===== config.mk =====
export PLATFORM = sky130hd
export DESIGN_NAME = pc_gen_hs
export DESIGN_NICKNAME = d
export VERILOG_FILES = /design/src/rtl/pc_gen_hs_pkg.sv /design/src/rtl/pc_gen_hs_dff.sv /design/src/rtl/pc_gen_hs.sv
export SDC_FILE = /design/constraint.sdc
export NUM_CORES = 1
export LEC_CHECK = 0
export CAP_MARGIN = 20
export CORE_UTILIZATION = 30
export CTS_CLUSTER_DIAMETER = 100
export CTS_CLUSTER_SIZE = 30
export DETAILED_ROUTE_END_ITERATION = 16
export PLACE_DENSITY = 0.56
export REMOVE_ABC_BUFFERS = 1
export SETUP_SLACK_MARGIN = 0.4
export SYNTH_ARGS = -nofsm -noshare
export SYNTH_HDL_FRONTEND = slang
export SYNTH_SLANG_ARGS = --single-unit

===== constraint.sdc =====
create_clock -name clk -period 3.15 [get_ports clk]
set_clock_uncertainty 0.15 [all_clocks]
set_input_delay 0.63 -clock clk [delete_from_list [all_inputs] [get_ports clk]]
set_output_delay 0.63 -clock clk [all_outputs]
set_load 0.005 [all_outputs]

===== src/rtl/pc_gen_hs_pkg.sv =====
// pc_gen_hs_pkg: shared constants and FSM state encoding for the fetch PC generator.
// The optional redirect alignment check is enabled by defining PC_GEN_ALIGN_CHECK_EN.
package pc_gen_hs_pkg;

  // Default PC / fetch address width.
  localparam int BUS_WIDTH = 32;

  // Default PC loaded by reset.
  localparam logic [BUS_WIDTH-1:0] PCG_RESET_PC_DEFAULT = '0;

  // Generator states:
  //   BOOT : the single cycle after reset, before the first request can exist.
  //   RUN  : normal issue, at most one request outstanding.
  //   PEND : a redirect arrived while a request was stalled. That request
  //          stays valid but is stale, and its replacement target waits here.
  typedef enum logic [1:0] {
    PCG_BOOT = 2'd0,
    PCG_RUN  = 2'd1,
    PCG_PEND = 2'd2
  } pcg_state_e;

  // Power-of-two test, used to reject bad INSTR_BYTES values at elaboration.
  function automatic bit is_pow2(input int v);
    return (v > 0) && ((v & (v - 1)) == 0);
  endfunction

endpackage


===== src/rtl/pc_gen_hs_dff.sv =====
// dff_rst_sync_val: WIDTH-bit register with a synchronous active-high reset
// to RESET_VAL. It is the building block for all pc_gen_hs state.
module dff_rst_sync_val #(
  parameter int               WIDTH     = 1,
  parameter logic [WIDTH-1:0] RESET_VAL = '0
) (
  input  logic             clk,
  input  logic             rst,
  input  logic [WIDTH-1:0] d,
  output logic [WIDTH-1:0] q
);

  // Load RESET_VAL while rst is high, otherwise capture d.
  always_ff @(posedge clk) begin
    if (rst) q <= RESET_VAL;
    else     q <= d;
  end

endmodule


===== src/rtl/pc_gen_hs.sv =====
// pc_gen_hs: instruction-fetch PC generator with a valid/ready request port.
// It has two prioritised redirect sources (trap over branch) and flags stale
// requests. Optional feature macro: PC_GEN_ALIGN_CHECK_EN. When it is defined,
// misaligned redirect targets are dropped and misalign_err is raised.
//
// Handshake: a request is offered with pc_valid=1 and pc_out. It transfers on
// any rising edge where pc_valid & pc_ready are both 1. While a request is
// offered and not yet taken, pc_valid and pc_out hold steady. A redirect never
// withdraws an offered request; it only raises pc_stale to tell downstream to
// discard the returned instruction.
module pc_gen_hs
  import pc_gen_hs_pkg::*;
#(
  parameter int                  PC_WIDTH    = BUS_WIDTH,
  parameter logic [PC_WIDTH-1:0] RESET_PC    = PC_WIDTH'(PCG_RESET_PC_DEFAULT),
  parameter int                  INSTR_BYTES = 4
) (
  input  logic                clk,
  input  logic                rst,
  input  logic                trap_valid,
  input  logic [PC_WIDTH-1:0] trap_addr,
  input  logic                branch,
  input  logic [PC_WIDTH-1:0] branch_addr,
  input  logic                hold,
  input  logic                pc_ready,
  output logic                pc_valid,
  output logic [PC_WIDTH-1:0] pc_out,
  output logic                pc_stale,
  output logic                misalign_err,
  output logic [1:0]          dbg_state
);

  localparam logic [PC_WIDTH-1:0] INC = PC_WIDTH'(INSTR_BYTES);

  // Reject an increment that is not a power of two at elaboration time.
  if (!is_pow2(INSTR_BYTES)) begin : g_bad_incr
    $error("pc_gen_hs: INSTR_BYTES must be a power of two");
  end

  // Registered state.
  logic [1:0]          state_raw;
  logic [1:0]          state_n;
  pcg_state_e          state_q;
  logic [PC_WIDTH-1:0] pc_q,    pc_n;
  logic [PC_WIDTH-1:0] pend_q,  pend_n;
  logic                valid_q, valid_n;
  logic                stale_q, stale_n;

  // Redirect decode.
  logic                redir_raw;
  logic                redir;
  logic [PC_WIDTH-1:0] tgt;
  logic                fire;

  // Trap wins over branch when both redirect in the same cycle.
  assign redir_raw = trap_valid | branch;
  assign tgt       = trap_valid ? trap_addr : branch_addr;
  assign fire      = valid_q & pc_ready;
  assign state_q   = pcg_state_e'(state_raw);

`ifdef PC_GEN_ALIGN_CHECK_EN
  localparam logic [PC_WIDTH-1:0] ALIGN_MASK = PC_WIDTH'(INSTR_BYTES - 1);
  logic tgt_misaligned;
  logic err_q;

  // The priority-selected target is the one tested. A misaligned trap is
  // dropped; the branch is not used in its place.
  assign tgt_misaligned = |(tgt & ALIGN_MASK);
  assign redir          = redir_raw & ~tgt_misaligned;

  dff_rst_sync_val #(.WIDTH(1), .RESET_VAL(1'b0)) u_err_reg (
    .clk (clk),
    .rst (rst),
    .d   (redir_raw & tgt_misaligned),
    .q   (err_q)
  );
  assign misalign_err = err_q;
`else
  assign redir        = redir_raw;
  assign misalign_err = 1'b0;
`endif

  // Next-state logic for the issue FSM, the fetch address and the pending target.
  always_comb begin
    state_n = state_raw;
    pc_n    = pc_q;
    pend_n  = pend_q;
    valid_n = valid_q;
    stale_n = stale_q;
    unique case (state_q)
      PCG_BOOT: begin
        if (redir) pc_n = tgt;
        valid_n = ~hold;
        stale_n = 1'b0;
        state_n = PCG_RUN;
      end
      PCG_RUN: begin
        if (!valid_q) begin
          if (redir) pc_n = tgt;
          valid_n = ~hold;
        end else if (fire) begin
          pc_n    = redir ? tgt : pc_q + INC;
          valid_n = ~hold;
        end else if (redir) begin
          // The stalled request stays offered; its successor is parked.
          pend_n  = tgt;
          stale_n = 1'b1;
          state_n = PCG_PEND;
        end
      end
      PCG_PEND: begin
        if (fire) begin
          // A redirect in the same cycle is newer than the parked target.
          pc_n    = redir ? tgt : pend_q;
          stale_n = 1'b0;
          valid_n = ~hold;
          state_n = PCG_RUN;
        end else if (redir) begin
          pend_n = tgt;
        end
      end
      default: begin
        // Illegal encoding: fall back to RUN with no request outstanding.
        valid_n = 1'b0;
        stale_n = 1'b0;
        state_n = PCG_RUN;
      end
    endcase
  end

  dff_rst_sync_val #(.WIDTH(2), .RESET_VAL(PCG_BOOT)) u_state_reg (
    .clk (clk),
    .rst (rst),
    .d   (state_n),
    .q   (state_raw)
  );

  dff_rst_sync_val #(.WIDTH(PC_WIDTH), .RESET_VAL(RESET_PC)) u_pc_reg (
    .clk (clk),
    .rst (rst),
    .d   (pc_n),
    .q   (pc_q)
  );

  dff_rst_sync_val #(.WIDTH(PC_WIDTH), .RESET_VAL('0)) u_pend_reg (
    .clk (clk),
    .rst (rst),
    .d   (pend_n),
    .q   (pend_q)
  );

  dff_rst_sync_val #(.WIDTH(1), .RESET_VAL(1'b0)) u_valid_reg (
    .clk (clk),
    .rst (rst),
    .d   (valid_n),
    .q   (valid_q)
  );

  dff_rst_sync_val #(.WIDTH(1), .RESET_VAL(1'b0)) u_stale_reg (
    .clk (clk),
    .rst (rst),
    .d   (stale_n),
    .q   (stale_q)
  );

  assign pc_valid  = valid_q;
  assign pc_out    = pc_q;
  assign pc_stale  = stale_q;
  assign dbg_state = state_raw;

endmodule


==> flow_metrics.py, run 1 <==
metrics = {
    "grt": {
        "use_met2_pct": 37.1,
        "grt_start_max_net_pins": 44,
        "overflow": 0,
        "gr-usage-met3_pct": 5.07,
        "grt_util_all_layers_pct": 22.6,
        "grt_pass1_vias": 5094,
        "grt_pass1_wl_um": 28100,
        "grt_busiest_layer": "met2",
        "grt_antenna_before_repair": 0,
        "met1_usage_pct": 29.0,
    },
    "setup_path": {
        "reg2regPathDepth": 7,
        "cp_slowest_cell": "dfxtp_1",
        "start_kind": "register",
        "worstPathRequired_ps": 3220,
        "arrival_ps": 2640,
        "cp_max_fo": 15,
        "cp.depth": 7,
        "worstReg2RegStart": "u_state_reg.q[1]",
        "path_delay_family": "compound AO/OA/AOI/OAI gates",
        "cp_cell_sequence": "inv_1 > ha_1 > buf_4 > a21o_1 > a21o_1 > buf_4 > a2111oi_0",
        "worstReg2RegEnd": "u_pc_reg.q[13]",
        "path_buf_inv": 3,
        "crit_type": "register to register",
        "regToRegSetupSlack_ps": 570,
        "cpPeakStageDelay_ps": 420,
        "critPathCaptureType": "register",
    },
    "sta": {
        "fin_crit_ps": 2580,
        "max_clock_freq_ghz": 0.388,
        "hold-worst-slack_ps": 304,
        "worst_pin_slew_ps": 663,
        "fin_ws_ps": 573,
        "finalMaxSlewViolations": 0,
        "period_share_pct": 81.8,
        "rsz0062_at_grt": "no",
        "hold_violations": 0,
        "setup_viol_count_final": 0,
        "max-slew-margin-rel_pct": 55.8,
    },
    "pwr": {
        "peakVddDrop_mv": 0.319,
        "switching_power_mw": 2.55,
        "internal-power_mw": 3.34,
        "p_per_area_nw_per_um2": 926,
        "clkPwrFrac_pct": 17.5,
        "swShare_pct": 43.3,
        "seq_power_share_pct": 29.1,
        "comb_power_share_pct": 53.4,
        "p_leak_nw": 2.26,
    },
    "routing": {
        "drt_iter0_drc": 483,
        "viasPerCell": 5.75,
        "wl_per_cell_um": 19.5,
        "routed_wl_um": 18300,
        "antenna_left": 0,
        "via_count": 5407,
        "drcViolationCount": 0,
        "drt-pass1-iter-count": 5,
    },
    "clock_network": {
        "cts_sinks": 67,
        "cts_made_buffers": 9,
        "clkLatencyLatePin_ps": 340,
        "clk_pin_slew_ps": 60,
        "postCtsHoldBufs": 0,
        "cts_resized": 1,
        "cts_setup_buffers": 0,
        "htreeDepth": 3,
        "cts_tree": "done",
        "cts_buffer_depth": 2,
        "root_buffer": "clkbuf_16",
    },
    "finish": {
        "syn2layout_area_growth_pct": 35.3,
        "fill_cells": 1577,
        "diodes": 0,
        "final_cell_area_um2": 6350,
        "final_nets": 801,
        "drive_gt1_share_pct": 10.5,
    },
    "worst_hold_path": {
        "min_path_cells": 2,
        "hp-class": "register to register",
        "hold_path.startpoint": "u_pend_reg.q[18]",
        "holdPathEnd": "u_pend_reg.q[18]",
    },
    "die": {
        "fp.coreArea_um2": 15300,
        "rows": 45,
        "die_h_um": 127,
        "die-area_um2": 16200,
        "pin_count": 107,
        "start_util_pct": 30.8,
        "die-width_um": 127,
    },
    "yosys": {
        "yosysTopAreaCell": "dfxtp_1",
        "ys_ff_latch": 67,
        "synth_ff_type": "dfxtp_1",
        "synth_edf_count": 0,
        "yosysSeqAreaShare_pct": 28.6,
        "ys_warn_count": 0,
        "ys_types": 72,
        "syn_inst": 628,
        "async_reset_ff_share_pct": 0,
        "syn_avg_cell_area_um2": 7.48,
        "synth_top_cell_area_share_pct": 28.6,
        "synth_area_um2": 4700,
        "ys_top_cells_by_area": "dfxtp_1 (29%), nor2_1 (6.1%), o21ai_0 (5.2%), a211oi_1 (4.5%), a21oi_1 (3.8%)",
    },
    "flow_run": {
        "maxCapViolations": 0,
    },
    "place": {
        "portBuffers": 105,
        "gp_congestion": 0.848,
        "placed_area_um2": 6050,
        "dp_hpwl_um": 12800,
        "dp_slack_ps": 336,
    },
    "run_status": {
        "outcome": "completed",
    },
}
[cells by family (layout without fill, tap and decap cells)]
family                   after synthesis  after routing  share of synthesized area (%)
AO/OA/AOI/OAI                        220            220                           32.1
XOR/XNOR                               7              7                           1.31
adder cells (fa/ha/maj)                5              5                           1.33
buffers and inverters                 69            171                           6.55
flip-flops                            67             67                           28.6
multiplexers                          23             23                           5.09
other                                  1              1                         0.0798
AND/OR/NAND/NOR                      236            236                           25.0
[registers in the layout (all words and copies together), names as in the netlist]
register	cells
u_valid_reg.q	1
u_state_reg.q	2
u_pc_reg.q	32
u_pend_reg.q	32
[cell type report]
cell class / count / area, µm² / share of cell area [%]
clock buffers: 13 / 260 / 4.10
repair buffers: 141 / 1340 / 21.1
inverters: 15 / 56.3 / 0.886
well taps: 211 / 264 / 4.15
flip-flops and latches: 67 / 1340 / 21.1
clock inverters: 2 / 35.0 / 0.551
multi-input cells: 492 / 3060 / 48.1
[layout by cell type (no fill, tap or decap), types with 4 or more instances in the layout]
cell / synthesis / routed
a211oi_1: 28 / 28
a21oi_1: 36 / 35
a221oi_1: 4 / 4
a2bb2oi_1: 6 / 6
a31oi_1: 5 / 5
and2_1: 5 / 4
and3_1: 10 / 10
buf_4: 3 / 33
clkbuf_16: 0 / 9
clkdlybuf4s50_1: 0 / 103
dfxtp_1: 67 / 67
ha_1: 5 / 4
inv_1: 14 / 14
mux2_2: 7 / 7
mux2i_1: 16 / 16
nand2_1: 45 / 45
nand2b_1: 16 / 16
nand3_1: 27 / 27
nand4_1: 8 / 8
nor2_1: 76 / 75
nor3_1: 19 / 19
nor4_1: 10 / 10
o211ai_1: 14 / 14
o21a_1: 4 / 4
o21ai_0: 49 / 49
o21ai_1: 10 / 10
o221a_2: 5 / 5
o22ai_1: 7 / 7
o2bb2ai_1: 4 / 4
o31a_1: 7 / 7
or3_1: 4 / 4
xnor2_1: 7 / 7
[worst max path at each step]
stage	from	endpoint	slack (ps)
final	u_state_reg.q[1]	u_pc_reg.q[13]	570
after floorplan	u_state_reg.q[1]	u_pc_reg.q[28]	-320
after CTS	u_state_reg.q[1]	u_pc_reg.q[13]	430
after global placement	pc_ready	u_pc_reg.q[11]	420
after detailed placement	pc_ready	u_pc_reg.q[11]	340
after global routing	u_state_reg.q[1]	u_pc_reg.q[26]	430
[worst min-delay path: cells and delay by family (launching register included)]
family             cells  cell delay [ps]
DFF                    1              310
and+or+nand+nor        1               50
AOI/OAI and AO/OA      1               50
[cells in the mapped netlist (16+ instances only)]
cell type and count:
nor2_1 76, dfxtp_1 67, o21ai_0 49, nand2_1 45
a21oi_1 36, a211oi_1 28, nand3_1 27, buf_2 24
clkbuf_1 24, nor3_1 19, mux2i_1 16, nand2b_1 16
[per-stage QoR]
step                      cells  utilization, %  setup TNS, ps  power (mW)
final                       941            41.6              0        5.88
after global routing        941            41.6              0        6.23
after CTS                   941            41.6              0        5.84
after detailed placement    926            39.6              0        4.78
after global placement      926            39.6              0        4.74
after floorplan             574               -          -1650        3.28
[per-layer routing]
layer	wire length, µm	share of wire, %
met5	0	0
met4	491	2.7
met3	1390	7.6
met2	8300	45
met1	8150	44
[power groups by stage]
stage	registers, mW	logic, mW	clock network (mW)
2_1_floorplan	1.61	1.67	0
3_3_place_gp	1.70	3.04	0
3_5_place_dp	1.71	3.07	0
4_1_cts	1.70	3.10	1.04
5_1_grt	1.77	3.38	1.08
6_report	1.71	3.14	1.03
Note: power is estimated with default switching activity, not from simulation.
==> inputs of run 2 (changes only) <==
--- a/config.mk
+++ b/config.mk
@@ -10,7 +10,7 @@
 export CTS_CLUSTER_DIAMETER = 100
 export CTS_CLUSTER_SIZE = 30
 export DETAILED_ROUTE_END_ITERATION = 16
-export PLACE_DENSITY = 0.56
+export PLACE_DENSITY = 0.58
 export REMOVE_ABC_BUFFERS = 1
 export SETUP_SLACK_MARGIN = 0.4
 export SYNTH_ARGS = -nofsm -noshare
==> constraint.sdc (replaced) <==
create_clock -name clk -period 2.3 [get_ports clk]
set_clock_uncertainty 0.15 [all_clocks]
set_input_delay 0.46 -clock clk [delete_from_list [all_inputs] [get_ports clk]]
set_output_delay 0.46 -clock clk [all_outputs]
set_load 0.005 [all_outputs]
==> flow_metrics.py, run 2 (synthesis results as in run 1) <==
metrics = {
    "die": {
        "rows": 45,
        "die-width_um": 127,
        "fp.coreArea_um2": 15300,
        "pin_count": 107,
        "die-area_um2": 16200,
        "start_util_pct": 30.8,
        "die_h_um": 127,
    },
    "grt": {
        "grt_antenna_before_repair": 0,
        "grt_util_all_layers_pct": 25.3,
        "overflow": 0,
        "grt_pass1_wl_um": 31400,
        "grt_pass1_vias": 5754,
        "grt_start_max_net_pins": 47,
    },
    "clock_network": {
        "postCtsHoldBufs": 0,
        "cts_sinks": 67,
        "clkLatencyLatePin_ps": 350,
        "cts_buffer_depth": 2,
        "cts_made_buffers": 9,
        "root_buffer": "clkbuf_16",
        "cts_tree": "done",
        "clk_pin_slew_ps": 60,
        "htreeDepth": 3,
    },
    "setup_path": {
        "cp-startpoint": "u_state_reg.q[0]",
        "critPathCaptureType": "register",
        "cp_slowest_cell": "dfxtp_4",
        "start_kind": "register",
        "cp_max_fo": 11,
        "cp_cell_sequence": "inv_4 > ha_4 > buf_6 > nand3_4 > buf_4 > o31a_1 > o32a_1 > a21oi_2",
        "worstReg2RegStart": "u_state_reg.q[0]",
        "cpPeakStageDelay_ps": 370,
        "worstPathRequired_ps": 2430,
        "arrival_ps": 2160,
        "crit_type": "register to register",
    },
    "sta": {
        "finalMaxSlewViolations": 0,
        "hold_violations": 0,
        "worst_pin_slew_ps": 604,
        "fin_ws_ps": 274,
        "hold-worst-slack_ps": 316,
        "period_share_pct": 88.1,
        "max-slew-margin-rel_pct": 59.3,
        "rsz0062_at_grt": "yes",
        "setup_viol_count_final": 0,
        "max_clock_freq_ghz": 0.493,
        "fin_crit_ps": 2030,
    },
    "pwr": {
        "seq_power_share_pct": 21.2,
        "p_leak_nw": 3.12,
        "p_per_area_nw_per_um2": 1350,
        "peakVddDrop_mv": 0.558,
        "internal-power_mw": 6.27,
        "clkPwrFrac_pct": 14.3,
        "comb_power_share_pct": 64.6,
        "switching_power_mw": 4.57,
        "swShare_pct": 42.1,
    },
    "worst_hold_path": {
        "hold_path.startpoint": "u_pc_reg.q[1]",
        "hp-class": "register to register",
    },
    "routing": {
        "drcViolationCount": 0,
        "wl_per_cell_um": 20.5,
        "antenna_left": 0,
        "drt_iter0_drc": 461,
        "routed_wl_um": 21300,
        "via_count": 5954,
        "viasPerCell": 5.74,
        "drt-pass1-iter-count": 5,
    },
    "finish": {
        "syn2layout_area_growth_pct": 70.9,
        "drive_gt1_share_pct": 36.5,
        "diodes": 0,
        "instances_no_fill": 1038,
        "final_nets": 898,
        "fin_util_pct": 52.6,
        "mostFrequentLayoutCells": "buf_4 (86), clkdlybuf4s50_1 (82), nor2_1 (61), o21ai_0 (46), nand2_1 (41)",
        "layout_commonest_cell": "buf_4",
        "reg.largest.list": "u_pc_reg.q (32), u_pend_reg.q (32), u_state_reg.q (2)",
        "final_cell_area_um2": 8030,
    },
    "place": {
        "dp_slack_ps": -48.4,
        "placed_area_um2": 6530,
        "placed_cells": 982,
        "dp_hpwl_um": 14000,
        "gp_congestion": 0.865,
        "portBuffers": 105,
    },
    "run_status": {
        "outcome": "completed",
    },
    "flow_run": {
        "maxCapViolations": 0,
    },
}
[run 2: final cells by class]
cell class | count | area (µm²)
Timing Repair Buffer | 238 | 2330
Multi-Input combinational cell | 492 | 3660
Sequential cell | 67 | 1390
Clock inverter | 5 | 77.6
Tap cell | 211 | 264
Clock buffer | 10 | 239
Fill cell | 1417 | 7230
Inverter | 15 | 63.8
[run 2: power groups by stage]
stage	Combinational, mW	Clock (mW)	Sequential (mW)
floorplan	2.28	0	2.21
global placement	5.06	0	2.14
detailed placement	5.12	0	2.14
CTS	5.85	1.56	2.21
global route	7.41	1.60	2.35
finish	7.00	1.54	2.30
[run 2: timing repair]
item,in CTS,in global routing
buffers inserted,22,15
pin swaps,15,34
cloned,0,4
endpoints found under the setup margin,100,65
resized for setup,132,100
[run 2: stage by stage]
| stage | setup TNS (ps) | total power, mW |
|---|---|---|
| after floorplan | -30720 | 4.49 |
| after global placement | -69.4 | 7.20 |
| after detailed placement | -148 | 7.26 |
| after CTS | 0 | 9.62 |
| after global routing | 0 | 11.4 |
| final | 0 | 10.8 |
[run 2: worst max-delay path: cells and delay by family, from the launching register on]
| kind | cells | cell delay, ps |
|---|---|---|
| compound gates | 3 | 680 |
| fa+ha+maj | 1 | 300 |
| buf+inv | 3 | 390 |
| flops | 1 | 370 |
| simple gates | 1 | 70 |
[run 2: worst paths after layout]
path	to	slack, ps	cells after the start
max	u_pc_reg.q[15]	270	8
min	u_pc_reg.q[1]	320	2
max reg2reg	u_pc_reg.q[15]	270	8
min reg2reg	u_pc_reg.q[1]	320	2
[run 2: layer usage]
layer,GRT usage (%),part of all wire (%)
met4,10.7,2.1
met2,42.2,49
met5,0,0
met3,4.94,5.4
met1,31.8,43
==> inputs of run 3 (changes only) <==
==> constraint.sdc (replaced) <==
create_clock -name clk -period 2.3 [get_ports clk]
set_clock_uncertainty 0.15 [all_clocks]
set_input_delay 0.23 -clock clk [delete_from_list [all_inputs] [get_ports clk]]
set_output_delay 0.23 -clock clk [all_outputs]
set_load 0.005 [all_outputs]
==> flow_metrics.py, run 3 (synthesis results as in run 1) <==
metrics = {
    "place": {
        "portBuffers": 105,
        "dp_slack_ps": -41.0,
        "dp_hpwl_um": 13300,
        "gp_congestion": 0.874,
    },
    "setup_path": {
        "arrival_ps": 2190,
        "crit_type": "register to register",
        "start_kind": "register",
        "cp_max_fo": 5,
        "critPathCaptureType": "register",
        "worstPathRequired_ps": 2410,
    },
    "pwr": {
        "p_total_mw": 11.1,
        "peakVddDrop_mv": 0.622,
        "p_leak_nw": 2.99,
        "p_per_area_nw_per_um2": 1380,
    },
    "sta": {
        "fin_crit_ps": 2080,
        "hold_violations": 0,
        "max-slew-margin-rel_pct": 36.0,
        "worst_pin_slew_ps": 959,
        "setup_viol_count_final": 0,
        "finalMaxSlewViolations": 0,
        "period_share_pct": 90.6,
        "fin_ws_ps": 216,
        "max_clock_freq_ghz": 0.480,
        "rsz0062_at_grt": "yes",
    },
    "routing": {
        "routed_wl_um": 21600,
        "antenna_left": 0,
        "wl_per_cell_um": 20.9,
        "drcViolationCount": 0,
        "drt_iter0_drc": 614,
        "drt-pass1-iter-count": 5,
        "via_count": 6018,
        "viasPerCell": 5.82,
    },
    "grt": {
        "grt_util_all_layers_pct": 25.8,
        "met1_usage_pct": 33.1,
        "grt_antenna_before_repair": 0,
        "grt_busiest_layer": "met2",
        "grt_pass1_vias": 5775,
        "overflow": 0,
        "use_met2_pct": 41.5,
        "grt_start_max_net_pins": 47,
        "grt_pass1_wl_um": 32100,
        "gr-usage-met3_pct": 6.57,
    },
    "finish": {
        "mostFrequentLayoutCells": "clkdlybuf4s50_1 (103), buf_4 (74), nor2_1 (68), dfxtp_1 (59), nand2_1 (41)",
        "fill_cells": 1394,
        "final_nets": 893,
        "drive_gt1_share_pct": 32.6,
        "layout_commonest_cell": "clkdlybuf4s50_1",
        "diodes": 0,
        "reg.largest.list": "u_pc_reg.q (32), u_pend_reg.q (32), u_state_reg.q (2)",
        "syn2layout_area_growth_pct": 71.1,
    },
    "die": {
        "fp.coreArea_um2": 15300,
        "die-width_um": 127,
        "die_h_um": 127,
        "die-area_um2": 16200,
        "start_util_pct": 30.8,
        "rows": 45,
        "pin_count": 107,
    },
    "run_status": {
        "outcome": "completed",
    },
    "clock_network": {
        "clk_pin_slew_ps": 60,
        "htreeDepth": 3,
        "cts_buffer_depth": 2,
        "clkLatencyLatePin_ps": 360,
        "root_buffer": "clkbuf_16",
        "cts_sinks": 67,
        "cts_tree": "done",
        "cts_made_buffers": 9,
    },
    "worst_hold_path": {
        "hp-class": "primary input to register",
    },
    "flow_run": {
        "maxCapViolations": 0,
    },
}
run 3: cell count changes in the layout (fill, tap and decap cells not counted), sizes merged, moves of 2 or more:
cell           previous run  this run
dlymetal6s2s              2         0
dlygate4sd2              19         0
clkdlybuf4s50            82       103
clkinv                    3         1
buf                     133       126
clkbuf                   12        15
run 3: worst max-delay path, stage by stage (launching register included):
cell and delay [ps]:
dfxtp_4 360, inv_4 50, ha_4 260, buf_12 130, buf_16 130, buf_4 140, a21oi_2 160, o311ai_2 120
a41o_1 250, a211oi_2 220
run 3: power breakdown:
part	switching, mW	internal (mW)	leakage, nW
Clock	0.579	0.929	0.148
Sequential	0.530	1.73	0.556
Combinational	3.55	3.76	2.29
run 3: final timing paths:
kind	from	endpoint	slack, ps	cells after the start
worst max-delay path	u_state_reg.q[0]	u_pc_reg.q[30]	220	9
worst min register to register	u_pend_reg.q[18]	u_pend_reg.q[18]	310	2
worst max register to register	u_state_reg.q[0]	u_pc_reg.q[30]	220	9
worst min-delay path	trap_valid	u_pc_reg.q[3]	290	4
run 3: area by class of cell:
type | count | area [µm²] | area share, %
inverter | 15 | 61.3 | 0.763
clock buffer | 13 | 270 | 3.36
timing repair buffer | 232 | 2380 | 29.6
multi-input combinational | 493 | 3660 | 45.6
tap | 211 | 264 | 3.29
clock inverter | 3 | 45.0 | 0.561
sequential | 67 | 1360 | 16.9
run 3: routing by layer:
metal  part of all wire (%)  vias to the layer above  wire length, µm
li1                       -                     2739                -
met1                     42                     2889             9150
met2                     46                      328             9910
met3                    8.2                       62             1770
met4                    3.4                        0              742
met5                      0                        -                0
run 3: through the flow:
step                      hold WS [ps]  utilization [%]  instances  TNS, ps  area [µm²]
after floorplan                    149                -        574   -30720        4450
after global placement             289             41.9        965        0        6390
after detailed placement           298             41.9        965    -60.6        6390
after CTS                          252             49.0       1012        0        7480
after global routing               304             52.7       1034        0        8040
final                              290             52.7       1034        0        8040
run 3: timing repair:
item | CTS | global route
cloned | 6 | 1
endpoints found under the setup margin | 66 | 68
buffers inserted | 25 | 21
resized for setup | 102 | 99
hold buffers | 0 | 0
pin swaps | 29 | 45
